--- config.mk ---
export PLATFORM = sky130hd
export DESIGN_NAME = uart_tx_arbiter_flat
export DESIGN_NICKNAME = d
export VERILOG_FILES = /design/src/rtl/uart_tx_arbiter_if.sv /design/src/rtl/uart_tx_arbiter.sv /design/src/flat_wrapper.sv
export SDC_FILE = /design/constraint.sdc
export NUM_CORES = 1
export LEC_CHECK = 0
export CAP_MARGIN = 0
export CORE_MARGIN = 2
export CORE_UTILIZATION = 54
export CTS_CLUSTER_DIAMETER = 120
export DETAILED_ROUTE_END_ITERATION = 8
export GPL_TIMING_DRIVEN = 0
export PLACE_DENSITY_LB_ADDON = 0.05
export RECOVER_POWER = 25
export SYNTH_ARGS = -nofsm -noshare
export SYNTH_HDL_FRONTEND = slang
export SYNTH_SLANG_ARGS = --single-unit
--- constraint.sdc ---
create_clock -name clk -period 2.6 [get_ports clk]
set_clock_uncertainty 0.1 [all_clocks]
set_input_delay 0.52 -clock clk [delete_from_list [all_inputs] [get_ports clk]]
set_output_delay 0.52 -clock clk [all_outputs]
set_load 0.02 [all_outputs]
--- src/rtl/uart_tx_arbiter_if.sv ---
// uart_tx_arbiter_if: requester/UART handshake bundle; stats signals exist only with UART_TX_ARB_STATS_EN
interface uart_tx_arbiter_if;
  logic [7:0] a_data;
  logic       a_wr;
  logic       a_last;
  logic       a_busy;
  logic [7:0] b_data;
  logic       b_wr;
  logic       b_last;
  logic       b_busy;
  logic [7:0] tx_data;
  logic       tx_wr;
  logic       tx_busy;
  logic [1:0] grant;
  logic       timeout;
`ifdef UART_TX_ARB_STATS_EN
  logic [15:0] cnt_a;
  logic [15:0] cnt_b;
  logic [7:0]  cnt_to;
  logic        stats_clr;
`endif
  modport master (
    output a_data, a_wr, a_last, b_data, b_wr, b_last, tx_busy,
    input  a_busy, b_busy, tx_data, tx_wr, grant, timeout
`ifdef UART_TX_ARB_STATS_EN
    , output stats_clr, input cnt_a, cnt_b, cnt_to
`endif
  );
  modport slave (
    input  a_data, a_wr, a_last, b_data, b_wr, b_last, tx_busy,
    output a_busy, b_busy, tx_data, tx_wr, grant, timeout
`ifdef UART_TX_ARB_STATS_EN
    , input stats_clr, output cnt_a, cnt_b, cnt_to
`endif
  );
endinterface

--- src/rtl/uart_tx_arbiter.sv ---
// uart_tx_arbiter: frame-locked round-robin sharing of one UART tx between sources A/B; optional counters via UART_TX_ARB_STATS_EN
module uart_tx_arbiter #(
  parameter int LOCK_TIMEOUT = 4096,
  parameter int TO_W = 16
) (
  input logic clk,
  input logic reset_n,
  uart_tx_arbiter_if.slave bus
);
  typedef enum logic [2:0] {IDLE, OWN, ISSUE, SETTLE, DRAIN} state_t;
  state_t state;
  logic a_full, b_full, a_hl, b_hl, ptr, last_q;
  logic [7:0] a_hd, b_hd;
  logic [TO_W-1:0] cnt;
  logic a_acc, b_acc, own_full, own_acc, own_last;
  logic [7:0] own_data;
  assign a_acc = bus.a_wr & ~a_full;
  assign b_acc = bus.b_wr & ~b_full;
  assign bus.a_busy = a_full;
  assign bus.b_busy = b_full;
  assign own_full = bus.grant[1] ? b_full : a_full;
  assign own_acc = bus.grant[1] ? b_acc : a_acc;
  assign own_last = bus.grant[1] ? b_hl : a_hl;
  assign own_data = bus.grant[1] ? b_hd : a_hd;
  // holding registers: capture when empty, release in the cycle the byte is issued
  always_ff @(posedge clk or negedge reset_n)
    if (!reset_n) begin
      a_full <= 1'b0;
      b_full <= 1'b0;
      a_hd <= '0;
      b_hd <= '0;
      a_hl <= 1'b0;
      b_hl <= 1'b0;
    end else begin
      if (a_acc) begin
        a_full <= 1'b1;
        a_hd <= bus.a_data;
        a_hl <= bus.a_last;
      end else if (state == ISSUE && bus.grant[0]) a_full <= 1'b0;
      if (b_acc) begin
        b_full <= 1'b1;
        b_hd <= bus.b_data;
        b_hl <= bus.b_last;
      end else if (state == ISSUE && bus.grant[1]) b_full <= 1'b0;
    end
  // ownership FSM; counter defaults to clear so every state change resets it
  always_ff @(posedge clk or negedge reset_n)
    if (!reset_n) begin
      state <= IDLE;
      ptr <= 1'b0;
      cnt <= '0;
      last_q <= 1'b0;
      bus.tx_wr <= 1'b0;
      bus.tx_data <= '0;
      bus.grant <= '0;
      bus.timeout <= 1'b0;
    end else begin
      bus.tx_wr <= 1'b0;
      bus.timeout <= 1'b0;
      cnt <= '0;
      case (state)
        IDLE:
          if (a_full | b_full) begin
            bus.grant <= (a_full & (~b_full | ~ptr)) ? 2'b01 : 2'b10;
            if (a_full & b_full) ptr <= ~ptr;
            state <= OWN;
          end
        OWN:
          if (own_full & ~bus.tx_busy) begin
            bus.tx_wr <= 1'b1;
            bus.tx_data <= own_data;
            state <= ISSUE;
          end else if (own_full) cnt <= cnt;
          else if (cnt == TO_W'(LOCK_TIMEOUT - 1)) begin
            bus.timeout <= 1'b1;
            bus.grant <= '0;
            state <= IDLE;
          end else cnt <= own_acc ? '0 : cnt + 1'b1;
        ISSUE: begin
          last_q <= own_last;
          state <= SETTLE;
        end
        SETTLE: state <= DRAIN;
        DRAIN:
          if (!bus.tx_busy) begin
            if (last_q) bus.grant <= '0;
            state <= last_q ? IDLE : OWN;
          end
        default: state <= IDLE;
      endcase
    end
`ifdef UART_TX_ARB_STATS_EN
  logic [15:0] ca, cb;
  logic [7:0] ct;
  assign bus.cnt_a = ca;
  assign bus.cnt_b = cb;
  assign bus.cnt_to = ct;
  // saturating issue/release counters; clear beats a same-cycle increment
  always_ff @(posedge clk or negedge reset_n)
    if (!reset_n || bus.stats_clr) begin
      ca <= '0;
      cb <= '0;
      ct <= '0;
    end else begin
      if (bus.tx_wr & bus.grant[0] & ~&ca) ca <= ca + 1'b1;
      if (bus.tx_wr & bus.grant[1] & ~&cb) cb <= cb + 1'b1;
      if (bus.timeout & ~&ct) ct <= ct + 1'b1;
    end
`endif
endmodule

--- src/flat_wrapper.sv ---
// flat-port wrapper written by rule: the top's interface ports become plain ports
module uart_tx_arbiter_flat 
#(
  parameter int LOCK_TIMEOUT = 4096,
  parameter int TO_W = 16
)
  (clk, reset_n, bus_a_data, bus_a_wr, bus_a_last, bus_b_data, bus_b_wr, bus_b_last, bus_tx_busy, bus_a_busy, bus_b_busy, bus_tx_data, bus_tx_wr, bus_grant, bus_timeout);
  uart_tx_arbiter_if bus_i ();
  input logic clk;
  input logic reset_n;
  input wire logic [$bits(bus_i.a_data)-1:0] bus_a_data;
  input wire logic [$bits(bus_i.a_wr)-1:0] bus_a_wr;
  input wire logic [$bits(bus_i.a_last)-1:0] bus_a_last;
  input wire logic [$bits(bus_i.b_data)-1:0] bus_b_data;
  input wire logic [$bits(bus_i.b_wr)-1:0] bus_b_wr;
  input wire logic [$bits(bus_i.b_last)-1:0] bus_b_last;
  input wire logic [$bits(bus_i.tx_busy)-1:0] bus_tx_busy;
  output wire logic [$bits(bus_i.a_busy)-1:0] bus_a_busy;
  output wire logic [$bits(bus_i.b_busy)-1:0] bus_b_busy;
  output wire logic [$bits(bus_i.tx_data)-1:0] bus_tx_data;
  output wire logic [$bits(bus_i.tx_wr)-1:0] bus_tx_wr;
  output wire logic [$bits(bus_i.grant)-1:0] bus_grant;
  output wire logic [$bits(bus_i.timeout)-1:0] bus_timeout;
  assign bus_i.a_data = bus_a_data;
  assign bus_i.a_wr = bus_a_wr;
  assign bus_i.a_last = bus_a_last;
  assign bus_i.b_data = bus_b_data;
  assign bus_i.b_wr = bus_b_wr;
  assign bus_i.b_last = bus_b_last;
  assign bus_i.tx_busy = bus_tx_busy;
  assign bus_a_busy = bus_i.a_busy;
  assign bus_b_busy = bus_i.b_busy;
  assign bus_tx_data = bus_i.tx_data;
  assign bus_tx_wr = bus_i.tx_wr;
  assign bus_grant = bus_i.grant;
  assign bus_timeout = bus_i.timeout;
  uart_tx_arbiter #(.LOCK_TIMEOUT(LOCK_TIMEOUT), .TO_W(TO_W)) u_core (.clk(clk), .reset_n(reset_n), .bus(bus_i));
endmodule
==> flow_metrics.env <==
export IMPL_wl_per_cell_um=15.4
export IMPL_fillCellCount=398
export IMPL_ioPinCount=37
export IMPL_crit_path_end_kind="flip-flop"
export IMPL_clock_sinks=53
export IMPL_synthCells=241
export IMPL_cts_htree_levels=2
export IMPL_port_buffers=36
export IMPL_status="finished clean"
export IMPL_drc=0
export IMPL_antenna_found_initial=0
export IMPL_insertion_delay_ps=300
export IMPL_nets=309
export IMPL_die_w_um=72.9
export IMPL_synth_net_count=265
export IMPL_vias_per_cell=5.76
export IMPL_drv_cap=0
export IMPL_r2r_start="u_core.bus.a_busy"
export IMPL_overflow=0
export IMPL_setup_viol=0
export IMPL_syn_area_sq_um=2560
export IMPL_critPathBufInv=3
export IMPL_clk_pin_slew_ps=90
export IMPL_ys_types=40
export IMPL_critical_path_peak_fanout=10
export IMPL_maxSlewHeadroom_pct=37.8
export IMPL_slowest_stage="clkbuf_1"
export IMPL_grt_usage_pct=21.3
export IMPL_cp_top_family="buffers and inverters"
export IMPL_grt_max_degree=40
export IMPL_grt_pass1_vias=1894
export IMPL_mostFrequentLayoutCells="dfrtp_1, clkdlybuf4s50_1, nand2_1"
export IMPL_cts_setup_buffers=0
export IMPL_synth_async_reset_ratio_pct=100
export IMPL_routed_via_count=1960
export IMPL_cts_tree="done"
export IMPL_crit_path_frequent_cell="clkbuf_1"
export IMPL_worstMarginPinSlew_ps=933
export IMPL_cpPeakStageDelay_ps=440
export IMPL_dp_cells=332
export IMPL_layout_commonest_cell="dfrtp_1"
export IMPL_critPathArrivalTime_ps=2460
export IMPL_drtPass1Iterations=4
export IMPL_clockBufferDepth=2
export IMPL_cp_required_ps=2710
export IMPL_fin_crit_sh_pct=90.6
export IMPL_synth_area_top_cells="dfrtp_1, mux2_2, mux2i_1"
export IMPL_synth_ff_type="dfrtp_1"
export IMPL_gp_congestion=0.851
export IMPL_yosysWarnings=0
export IMPL_yosys_area_top_type="dfrtp_1"
export IMPL_crit_chain="clkbuf_1, mux2_2, and3_1, clkbuf_1, clkbuf_1, o21ai_0, o31ai_1"
export IMPL_die_h_um=72.9
export IMPL_cts_root_buf="clkbuf_8"
export IMPL_maxClockFrequency_mhz=425
export IMPL_drive_above_1_share_pct=15.4
export IMPL_dpl_hpwl_um=3720
export IMPL_synth_seq_area_share_pct=51.8
export IMPL_drtIter0Drc=85
export IMPL_slew_viol_final=0
export IMPL_final_hold_viol_count=0
export IMPL_layout_cells_non_filler=340
export IMPL_fp_row_count=25
export IMPL_ys_ff_latch=53
export IMPL_start_kind="flip-flop"
export IMPL_hp_class="in -> async"
export IMPL_routed_wl_um=5230
export IMPL_ctsHoldBuffers=0
export IMPL_static_leakage_power_nw=1.30
export IMPL_r2r_cells=7
export IMPL_syn_area_per_cell_sq_um=10.6
export IMPL_drtAntennaViolNets=0
export IMPL_initial_core_util_pct=54.9
export IMPL_synth_edf_count=0
export IMPL_core_sq_um=4660
export IMPL_cp_num_cells=7
export IMPL_cts_buffers_inserted=5
export IMPL_min_period_ps=2360
export IMPL_dieArea_sq_um=5310
export IMPL_synthToLayoutAreaGrowth_pct=21.2
export IMPL_crit_type="reg -> reg"
export IMPL_peakVddDrop_uv=680
export IMPL_cts_resized=0
export IMPL_grt_first_pass_wirelength_um=8760
export IMPL_setup_tns_ps=0
export IMPL_startpoint="u_core.bus.a_busy"
export IMPL_grt_setup_unrepaired="no"
export IMPL_powerDensity_nw_per_um2=1050
export IMPL_diodes=0
export IMPL_yosysTopAreaCellShare_pct=51.8
## logic make-up after synthesis
| logic type | after synthesis | synth area share (%) |
|---|---|---|
| buffers and inverters | 19 | 3.81 |
| DFF | 53 | 51.8 |
| and+or+nand+nor | 92 | 18.7 |
| muxes | 32 | 13.5 |
| adders and majority gates | 1 | 0.489 |
| xor gates and xnor gates | 2 | 0.684 |
| AOI/OAI and AO/OA | 42 | 10.9 |
## path summary, 6_finish.rpt
check                             endpoint  slack [ps]
setup / recovery            u_core.cnt[12]         240
hold / removal             u_core.state[1]         170
setup reg to reg            u_core.cnt[12]         240
max in group asynchronous   u_core.a_hd[1]         840
min in group clk                u_core.ptr         380
hold reg to reg                 u_core.ptr         380
## worst reg2reg max path, stage by stage (launching register included)
cell and delay [ps]:
dfrtp_1 360, clkbuf_1 320, mux2_2 290, and3_1 160
clkbuf_1 330, clkbuf_1 450, o21ai_0 170, o31ai_1 80
## through the flow
stage	util, %	area, sq um	power, mW	hold WS, ps	worst slack [ps]
2_1_floorplan	-	2560	2.24	124	481
3_3_place_gp	64.1	2990	2.67	360	-686
3_5_place_dp	64.4	3000	2.71	354	93.3
4_1_cts	66.9	3120	3.29	25.4	244
5_1_grt	66.6	3100	3.48	227	4.80
6_report	66.6	3100	3.25	169	245
## flip-flops by register name, indices dropped and copies added (netlist names), 2 cells and up
| register | cells |
|---|---|
| u_core.a_hd | 8 |
| u_core.b_hd | 8 |
| u_core.cnt | 16 |
| u_core.bus.tx_data | 8 |
| u_core.state | 3 |
| u_core.bus.grant | 2 |
## Yosys cell counts, types with 2 or more instances
cell type	number
buf_6	3
nor3_1	5
inv_1	5
and3_1	3
buf_2	3
nor2_1	8
mux2_2	21
nand3_1	19
or3_2	2
mux2i_1	11
nor4_1	5
o31ai_1	5
dfrtp_1	53
o21ai_0	19
and4_1	3
nand4_1	3
a211oi_1	2
a21oi_1	5
a21o_1	5
clkbuf_1	7
or3_1	4
or2_2	2
nor3b_1	3
nor2b_1	3
nand2_1	27
## routing by layer
metal	track usage (%)	vias up	part of all wire [%]
met2	36.1	35	48
li1	-	956	-
met1	28.6	965	48
met4	5.56	0	0.77
met3	3.45	4	3.4
met5	0	-	0
## where the power goes
part	total, mW	internal, mW	leakage, nW	switching [mW]
Combinational	1.41	0.680	0.576	0.730
Sequential	1.28	1.11	0.670	0.170
Clock	0.567	0.314	0.0585	0.253
## layout make-up
type	instances	area, sq um	share of cell area, %
buffer	14	78.8	2.54
clock buffer	7	86.3	2.78
clock inverter	1	30.0	0.968
inverter	5	18.8	0.605
multi-input combinational	169	1140	36.6
sequential	53	1330	42.7
tap	54	67.6	2.18
timing repair buffer	37	359	11.6
No activity file was read; power rests on OpenSTA's default activity.
